**src/rtl/hazard_ctrl_pkg.sv**
```systemverilog
// Shared types for the execute-stage hazard controller: forward-select encodings,
// controller states and the per-stage scoreboard entry.
package rs1mux;
    typedef enum logic [1:0] {
        RS1_RF  = 2'b00,
        RS1_EXE = 2'b01,
        RS1_MEM = 2'b10,
        RS1_WB  = 2'b11
    } rs1_sel_t;
endpackage

package rs2mux;
    typedef enum logic [1:0] {
        RS2_RF  = 2'b00,
        RS2_EXE = 2'b01,
        RS2_MEM = 2'b10,
        RS2_WB  = 2'b11
    } rs2_sel_t;
endpackage

package cpuIO;
    typedef rs1mux::rs1_sel_t rs1_sel_t;
    typedef rs2mux::rs2_sel_t rs2_sel_t;

    typedef enum logic [1:0] {
        RUN      = 2'd0,
        MEM_WAIT = 2'd1,
        FLUSH    = 2'd2
    } hz_state_t;

    typedef struct packed {
        logic       valid;
        logic [4:0] rd;
        logic       ld_reg;
        logic       is_load;
    } sb_entry_t;

    // Index 0 is EXE, 1 is MEM, 2 is WB.
    localparam int SB_DEPTH = 3;

    // Stages whose load data is not yet available for forwarding.
    localparam logic [SB_DEPTH-1:0] LOAD_STALL_MASK = 3'b001;

    localparam sb_entry_t SB_EMPTY = '0;

    function automatic logic [1:0] stage_sel(input int idx);
        return 2'(idx + 1);
    endfunction
endpackage

```
**src/rtl/hazard_ctrl_fwd_match.sv**
```systemverilog
// Combinational source-operand matcher: picks the youngest in-flight producer of
// one source register and flags a load that cannot yet be forwarded.
module fwd_match
    import cpuIO::*;
(
    input  sb_entry_t [SB_DEPTH-1:0] i_sb,
    input  logic [4:0]               i_rs,
    input  logic                     i_uses,
    output logic [1:0]               o_sel,
    output logic                     o_load_hit
);
    logic [SB_DEPTH-1:0] w_hit;
    logic [SB_DEPTH-1:0] w_is_load;

    for (genvar gi = 0; gi < SB_DEPTH; gi++) begin : g_stage
        assign w_hit[gi] = i_uses && i_sb[gi].valid && i_sb[gi].ld_reg &&
                           (i_sb[gi].rd != 5'd0) && (i_sb[gi].rd == i_rs);
        assign w_is_load[gi] = i_sb[gi].is_load;
    end

    // Walk from WB down to EXE so the youngest producer wins.
    always_comb begin
        o_sel = 2'b00;
        for (int i = SB_DEPTH - 1; i >= 0; i--) begin
            if (w_hit[i]) o_sel = stage_sel(i);
        end
    end

    assign o_load_hit = |(w_hit & w_is_load & LOAD_STALL_MASK);
endmodule

```
**src/rtl/hazard_ctrl.sv**
```systemverilog
// Execute-stage hazard controller: scoreboard of EXE/MEM/WB destinations,
// registered forward selects, and stall/bubble/flush sequencing.
module hazard_ctrl
    import cpuIO::*;
#(
    parameter int FLUSH_CYCLES = 2
) (
    input  logic       clk,
    input  logic       rst,
    input  logic       de_valid,
    input  logic [4:0] de_rs1,
    input  logic [4:0] de_rs2,
    input  logic       de_uses_rs1,
    input  logic       de_uses_rs2,
    input  logic [4:0] de_rd,
    input  logic       de_ld_reg,
    input  logic       de_is_load,
    input  logic       exe_redirect,
    input  logic       dmem_req,
    input  logic       dmem_resp,
    output logic       pipe_adv,
    output logic       de_hold,
    output logic       exe_bubble,
    output logic       flush_de,
    output logic [1:0] rs1_sel,
    output logic [1:0] rs2_sel,
    output logic       busy
);
    hz_state_t                r_state;
    hz_state_t                w_state_next;
    logic [1:0]               r_flush_cnt;
    logic [1:0]               w_flush_cnt_next;
    sb_entry_t [SB_DEPTH-1:0] r_sb;
    rs1_sel_t                 r_rs1_sel;
    rs2_sel_t                 r_rs2_sel;

    logic [4:0] w_rs   [2];
    logic       w_uses [2];
    logic [1:0] w_sel  [2];
    logic       w_lh   [2];
    logic       w_mem_wait;
    logic       w_load_use;

    assign w_rs[0]   = de_rs1;
    assign w_rs[1]   = de_rs2;
    assign w_uses[0] = de_valid && de_uses_rs1;
    assign w_uses[1] = de_valid && de_uses_rs2;

    for (genvar gi = 0; gi < 2; gi++) begin : g_src
        fwd_match u_match (
            .i_sb       (r_sb),
            .i_rs       (w_rs[gi]),
            .i_uses     (w_uses[gi]),
            .o_sel      (w_sel[gi]),
            .o_load_hit (w_lh[gi])
        );
    end

    // Once waiting, only the response releases; otherwise a new unanswered request freezes.
    assign w_mem_wait = (r_state == MEM_WAIT) ? !dmem_resp : (dmem_req && !dmem_resp);
    assign w_load_use = w_lh[0] || w_lh[1];

    always_comb begin
        w_state_next     = r_state;
        w_flush_cnt_next = r_flush_cnt;
        pipe_adv         = 1'b1;
        de_hold          = 1'b0;
        exe_bubble       = 1'b0;
        flush_de         = 1'b0;
        if (w_mem_wait) begin
            pipe_adv = 1'b0;
            de_hold  = 1'b1;
            if (r_state == RUN) w_state_next = MEM_WAIT;
        end else if (r_state == FLUSH) begin
            exe_bubble = 1'b1;
            if (r_flush_cnt <= 2'd1) begin
                w_state_next     = RUN;
                w_flush_cnt_next = 2'd0;
            end else begin
                w_flush_cnt_next = r_flush_cnt - 2'd1;
            end
        end else if (exe_redirect) begin
            flush_de         = 1'b1;
            w_state_next     = FLUSH;
            w_flush_cnt_next = FLUSH_CYCLES[1:0];
        end else begin
            w_state_next = RUN;
            if (w_load_use) begin
                de_hold    = 1'b1;
                exe_bubble = 1'b1;
            end
        end
    end

    assign busy    = (r_state != RUN);
    assign rs1_sel = r_rs1_sel;
    assign rs2_sel = r_rs2_sel;

    always_ff @(posedge clk or negedge rst) begin
        if (!rst) begin
            r_state     <= RUN;
            r_flush_cnt <= 2'd0;
            r_sb        <= {SB_DEPTH{SB_EMPTY}};
            r_rs1_sel   <= rs1mux::RS1_RF;
            r_rs2_sel   <= rs2mux::RS2_RF;
        end else begin
            r_state     <= w_state_next;
            r_flush_cnt <= w_flush_cnt_next;
            if (pipe_adv) begin
                for (int i = SB_DEPTH - 1; i > 0; i--) begin
                    r_sb[i] <= r_sb[i-1];
                end
                if (exe_bubble || flush_de || !de_valid) begin
                    r_sb[0]   <= SB_EMPTY;
                    r_rs1_sel <= rs1mux::RS1_RF;
                    r_rs2_sel <= rs2mux::RS2_RF;
                end else begin
                    r_sb[0]   <= '{valid: 1'b1, rd: de_rd, ld_reg: de_ld_reg, is_load: de_is_load};
                    r_rs1_sel <= rs1_sel_t'(w_sel[0]);
                    r_rs2_sel <= rs2_sel_t'(w_sel[1]);
                end
            end
        end
    end
endmodule

```
**config.mk**
```make
export PLATFORM = sky130hd
export DESIGN_NAME = hazard_ctrl
export DESIGN_NICKNAME = d
export VERILOG_FILES = /design/src/rtl/hazard_ctrl_pkg.sv /design/src/rtl/hazard_ctrl_fwd_match.sv /design/src/rtl/hazard_ctrl.sv
export SDC_FILE = /design/constraint.sdc
export NUM_CORES = 1
export LEC_CHECK = 0
export CAP_MARGIN = 20
export CORE_UTILIZATION = 45
export CTS_CLUSTER_SIZE = 28
export DETAILED_ROUTE_END_ITERATION = 8
export HOLD_SLACK_MARGIN = 0.08
export PLACE_DENSITY = 0.75
export REMOVE_ABC_BUFFERS = 1
export SETUP_SLACK_MARGIN = 0.1
export SLEW_MARGIN = 10
export SYNTH_ARGS = -nofsm -noshare
export SYNTH_HDL_FRONTEND = slang
export SYNTH_SLANG_ARGS = --single-unit
```
**constraint.sdc**
```tcl
create_clock -name clk -period 1.9 [get_ports clk]
set_input_delay 0.19 -clock clk [delete_from_list [all_inputs] [get_ports clk]]
set_output_delay 0.19 -clock clk [all_outputs]
set_load 0.02 [all_outputs]
```
==> results of run 1 <==
[metrics by stage]
stage               total power, mW  hold slack, ns
floorplan                     1.115         -0.1056
global placement              1.395          0.4564
detailed placement            1.420          0.4644
CTS                           1.835          0.2418
global route                  1.980          0.2476
finish                        1.863          0.2323
[area by class of cell]
class                           count  share of cell area, %
Multi-Input combinational cell    131                  36.58
Clock inverter                      1                 0.2142
Tap cell                           46                  2.464
Inverter                            3                 0.4821
Sequential cell                    30                  32.24
Timing Repair Buffer               70                  25.66
Clock buffer                        7                  2.357
[placed cells by master (no fill, tap or decap), drive strengths merged]
cell type      Yosys  layout
dlygate4sd2        0       1
nor2               4       4
a221o              1       1
nor4               6       6
inv                3       3
or2b               2       2
a22o               9       9
a21o               2       2
dfrtp             30      30
clkbuf             5       7
nand3b             1       1
o211ai             1       1
o311a              2       2
nand4              4       4
o21bai             2       2
clkinv             0       1
or3                2       2
clkdlybuf4s50      0      28
xor2              24      24
o31ai              1       1
o21ai              6       6
and3               3       3
xnor2              6       6
a21oi              3       3
a32o               2       2
and4               1       1
buf                1      41
or4                1       1
nand3              2       2
or2                1       1
nand2             45      45
[synthesized netlist by cell type, drive strengths merged]
library cell | number | area (um2)
nand2 | 45 | 168.9
nand3 | 2 | 10.01
a21o | 2 | 16.27
and3 | 3 | 18.77
or3 | 2 | 12.51
a221o | 1 | 10.01
o211ai | 1 | 7.510
nand3b | 1 | 7.510
a32o | 2 | 22.52
a21oi | 3 | 15.01
inv | 3 | 11.26
a22o | 9 | 78.83
o21ai | 6 | 30.03
o311a | 2 | 20.02
or2 | 1 | 6.260
dfrtp | 30 | 750.7
buf | 1 | 11.26
xnor2 | 6 | 52.55
or2b | 2 | 15.01
o21bai | 2 | 15.01
nand4 | 4 | 25.02
and4 | 1 | 11.26
nor4 | 6 | 37.54
or4 | 1 | 7.510
nor2 | 4 | 15.01
o31ai | 1 | 7.510
clkbuf | 5 | 18.77
xor2 | 24 | 210.2
[sequential cells by signal, indices dropped and copies added, names as in the netlist]
register	cells
rs2_sel	2
r_sb	22
rs1_sel	2
r_flush_cnt	2
r_state	2
[report_power, final]
| part | internal (mW) | switching (mW) | leakage [nW] |
|---|---|---|---|
| Combinational | 0.315 | 0.309 | 0.761 |
| Clock | 0.179 | 0.225 | 0.0353 |
| Sequential | 0.733 | 0.102 | 0.402 |
[routing by layer]
| layer | up-vias | track usage (%) | part of all wire (%) |
|---|---|---|---|
| li1 | 734 | - | - |
| met2 | 35 | 41.47 | 49 |
| met5 | - | 0 | 0 |
| met3 | 7 | 4.969 | 3.3 |
| met1 | 698 | 32.23 | 46 |
| met4 | 0 | 8.571 | 1.8 |
[logic make-up (layout without fill, tap and decap cells)]
kind of cell	Yosys count	count (layout)	synth area share, %
xor gates and xnor gates	30	30	16.29
buffers and inverters	9	81	2.560
DFF	30	30	46.55
AOI/OAI and AO/OA	29	29	13.81
and+or+nand+nor	72	72	20.79
[worst paths after layout]
check,from,to
min in group clk,de_is_load,r_sb[0]
min,rst,r_sb[17]
max reg2reg,r_sb[4],rs1_sel[1]
max,r_sb[4],de_hold
max in group asynchronous,rst,r_sb[3]
min reg2reg,r_flush_cnt[0],r_flush_cnt[0]
[repair_timing]
action	in CTS	in global routing
setup buffers	3	1
pin swaps	8	9
endpoints found under the setup margin	17	16
gates resized for setup	24	10
==> run_results.csv, run 1 <==
group,metric,value,unit
run_status,status,"complete, but fails checks",
run_status,violations,"setup timing",
worst_setup_path,regToRegSetupSlack,-0.13,ns
final_layout,drive_gt1_share,26.45,%
floorplanning,initial_utilization,47.58,%
power_and_ir_drop,irDropWorstVdd,0.4483,mV
worst_setup_path,path_cells,"or3_1 -> o311a_1 -> nand3b_1 -> a21o_2 -> o21ai_2 -> buf_6",
floorplanning,row_count,21,
worst_setup_path,slowest_stage,"dfrtp_1",
final_layout,area_growth,44.84,%
synthesis,syn_area_per_cell,9.487,um2
sta,fin_crit_sh,114.6,%
final_layout,antenna_cells,0,
detailed_routing,firstDrtPassIters,4,
floorplanning,die_x,61.87,um
sta,worst_slack,-0.2773,ns
power_and_ir_drop,p_leak,1.198,nW
worst_setup_path,crit_path_start_kind,"flop",
clock_network,cts_buffers,5,
detailed_routing,via_per_inst,5.118,
worst_setup_path,crit_family,"compound AO/OA/AOI/OAI gates",
clock_network,postCtsHoldBufs,0,
worst_setup_path,cp.depth,6,
clock_network,cts-root-buf,"clkbuf_4",
final_layout,multi_input_area,854.6,um2
final_layout,final_cells,288,
placement,io_buffers,33,
detailed_routing,postRouteWirelength,4340,um
min_path,hp-class,"in -> async",
global_routing,grt_start_max_net_pins,31,
worst_setup_path,cp_max_fo,4,
clock_network,cts_buffer_depth,2,
clock_network,cts_tree,"done",
sta,clock_skew,0.008115,ns
synthesis,syn-instance-count,170,
clock_network,clkSinkCount,30,
synthesis,ys_types,29,
worst_setup_path,cp.arrival,1.99,ns
detailed_routing,drt_iter0_markers,69,
sta,setup_violations,14,
flow_run,drv_cap,0,
sta,drv_slew,0,
sta,tightestPinTransition,0.3817,ns
worst_setup_path,worstSetupPathType,"reg -> out",
placement,dp_slack,-0.6547,ns
floorplanning,core-area,3390,um2
final_layout,regArea,753.2,um2
placement,dp_cells,276,
floorplanning,dieArea,3827,um2
clock_network,cts_max_level,2,
global_routing,grt_pass1_wl,6644,um
sta,min_period,2.177,ns
global_routing,overflow,0,
global_routing,antenna_found_initial,0,
placement,gp_routability_congestion,0.8454,
final_layout,final_area,2336,um2
sta,slew_headroom,74.55,%
power_and_ir_drop,powerDensity,797.5,nW/um2
sta,max_freq,459.3,MHz
global_routing,grtUsageTotal,24.82,%
final_layout,final_util,68.92,%
sta,hold_viol,0,
placement,hpwlAfterDp,3272,um
worst_setup_path,r2r_cells,6,
clock_network,clk-insertion-delay-late,0.34,ns
sta,fin_tns_setup,-1.703,ns
final_layout,nets,266,
final_layout,fillers,263,
sta,rsz0062_at_grt,"yes",
synthesis,synth_area,1613,um2
detailed_routing,ant_nets,0,
global_routing,grt_pass1_vias,1424,
detailed_routing,avgRoutedWirePerCell,15.07,um
floorplanning,die_h,61.87,um
detailed_routing,num_vias,1474,
detailed_routing,drc,0,
worst_setup_path,critPathBufInv,1,
synthesis,synth_seq_area_share,46.55,%
synthesis,yosysWarnings,0,
floorplanning,ios,34,
placement,placed_cell_area,2221,um2
worst_setup_path,end_kind,"output pin",
synthesis,ys_seq_elements,30,
worst_setup_path,slowest_delay,0.43,ns
clock_network,clk_pin_slew_worst_paths,0.10,ns
worst_setup_path,required,1.71,ns
No activity file was read; power rests on OpenSTA's default activity.
==> inputs of run 2 (changes only) <==
--- a/config.mk
+++ b/config.mk
@@ -10,7 +10,7 @@
 export CTS_CLUSTER_SIZE = 28
 export DETAILED_ROUTE_END_ITERATION = 8
 export HOLD_SLACK_MARGIN = 0.08
-export PLACE_DENSITY = 0.75
+export PLACE_DENSITY = 0.72
 export REMOVE_ABC_BUFFERS = 1
 export SETUP_SLACK_MARGIN = 0.1
 export SLEW_MARGIN = 10
==> constraint.sdc (replaced) <==
create_clock -name clk -period 2.7 [get_ports clk]
set_input_delay 0.27 -clock clk [delete_from_list [all_inputs] [get_ports clk]]
set_output_delay 0.27 -clock clk [all_outputs]
set_load 0.02 [all_outputs]
==> run_results.csv, run 2 (synthesized netlist as in run 1, its figures left out) <==
group,metric,value,unit
power_and_ir_drop,p_leak,1.064,nW
floorplanning,core-area,3390,um2
final_layout,antenna_cells,0,
final_layout,largest_reg_flops,22,
floorplanning,die_h,61.87,um
worst_setup_path,cp_max_fo,5,
power_and_ir_drop,powerDensity,577.1,nW/um2
floorplanning,ios,34,
final_layout,final_util,62.31,%
final_layout,layout_common_cells,"nand2_1, clkdlybuf4s50_1, dfrtp_1, xor2_1, buf_4",
clock_network,cts_tree,"done",
clock_network,cts-root-buf,"clkbuf_4",
sta,tightestPinTransition,0.4052,ns
sta,drv_slew,0,
run_status,status,"completed",
clock_network,postCtsSetupBuffers,0,
global_routing,antenna_found_initial,0,
global_routing,grt_pass1_vias,1265,
placement,io_buffers,33,
final_layout,fillers,289,
clock_network,cts_max_level,2,
placement,gp_routability_congestion,0.9707,
detailed_routing,firstDrtPassIters,4,
min_path,hp-class,"in -> async",
sta,fin_tns_setup,0,ns
worst_setup_path,required,2.43,ns
sta,rsz0062_at_grt,"no",
sta,clock_skew,0.01385,ns
sta,setup_violations,0,
final_layout,final_common_cell,"nand2_1",
flow_run,drv_cap,0,
floorplanning,initial_utilization,47.58,%
detailed_routing,postRouteWirelength,4024,um
final_layout,largest-register,"r_sb",
power_and_ir_drop,irDropWorstVdd,0.2923,mV
floorplanning,die_x,61.87,um
final_layout,nets,240,
sta,min_period,2.375,ns
sta,fin_crit_sh,87.95,%
final_layout,drive_gt1_share,12.50,%
floorplanning,dieArea,3827,um2
floorplanning,row_count,21,
worst_setup_path,end_kind,"output pin",
clock_network,cts_buffers,5,
worst_setup_path,worstSetupPathType,"reg -> out",
power_and_ir_drop,fin_total_pwr,1.219,mW
detailed_routing,ant_nets,0,
clock_network,postCtsHoldBufs,0,
sta,slew_headroom,72.89,%
clock_network,clk-insertion-delay-late,0.32,ns
placement,hpwlAfterDp,3051,um
sta,hold_viol,0,
worst_setup_path,cp.arrival,2.10,ns
global_routing,grtUsageTotal,23.45,%
clock_network,clk_pin_slew_worst_paths,0.10,ns
global_routing,grt_pass1_wl,6258,um
global_routing,overflow,0,
global_routing,grt_start_max_net_pins,31,
detailed_routing,avgRoutedWirePerCell,15.36,um
detailed_routing,num_vias,1371,
final_layout,area_growth,30.95,%
worst_setup_path,crit_path_start_kind,"flop",
sta,max_freq,421.1,MHz
detailed_routing,drc,0,
clock_network,cts_buffer_depth,2,
clock_network,clkSinkCount,30,
detailed_routing,drt_iter0_markers,64,
sta,timing.hold.ws,0.3213,ns
detailed_routing,via_per_inst,5.233,
[run 2: changes by cell type in the layout (fill, tap and decap cells not counted), sizes merged]
cell	previous run	this run
clkbuf	7	9
clkdlybuf4s50	28	31
dlygate4sd2	1	0
buf	41	11
[run 2: timing repair]
| item | CTS | global route |
|---|---|---|
| pin swaps | 0 | 0 |
| resized for setup | 2 | 6 |
| cloned | 0 | 0 |
| setup endpoints to repair | 2 | 2 |
[run 2: through the flow]
stage / worst slack, ns / instance area, um2 / std cells
after CTS: 0.1292 / 2113 / 262
after floorplan: -0.2304 / 1583 / 164
final: 0.3253 / 2112 / 262
after detailed placement: -0.03351 / 2056 / 254
after global placement: 0.01256 / 2056 / 254
after global routing: 0.1539 / 2112 / 262
[run 2: critical path: stages (launching register included)]
cell and delay, ns:
dfrtp_1 0.47, xor2_1 0.19, nor4_1 0.34, nand4_1 0.17, a21o_2 0.24, o21ai_0 0.18, clkbuf_2 0.20
[run 2: layout make-up]
class | count | area (um2) | share of cell area [%]
multi-input combinational | 131 | 829.5 | 39.28
tap | 46 | 57.56 | 2.725
clock inverter | 1 | 5.005 | 0.2370
sequential | 30 | 750.7 | 35.54
inverter | 3 | 11.26 | 0.5332
timing repair buffer | 44 | 402.9 | 19.08
clock buffer | 7 | 55.05 | 2.607
[run 2: worst paths after layout]
path	cells past startpoint	slack (ns)	startpoint	endpoint
max	6	0.33	r_sb[5]	de_hold
min	2	0.32	rst	r_sb[17]
max reg2reg	6	0.71	r_sb[5]	rs1_sel[1]
min reg2reg	1	0.47	r_flush_cnt[0]	r_flush_cnt[0]
max in group asynchronous	2	2.09	rst	r_sb[7]
min in group clk	1	0.47	r_flush_cnt[0]	r_flush_cnt[0]
[run 2: where the power goes]
| group | switching, mW | internal (mW) | leakage [nW] |
|---|---|---|---|
| registers | 0.0791 | 0.515 | 0.405 |
| logic | 0.181 | 0.169 | 0.623 |
| clock network | 0.148 | 0.126 | 0.0353 |
[run 2: routing by layer]
metal	global-route usage, %	wire length, um	vias to the layer above
li1	-	-	678
met1	32.10	1885	657
met2	37.79	1986	28
met3	4.555	108	8
met4	7.302	44	0
met5	0	0	-
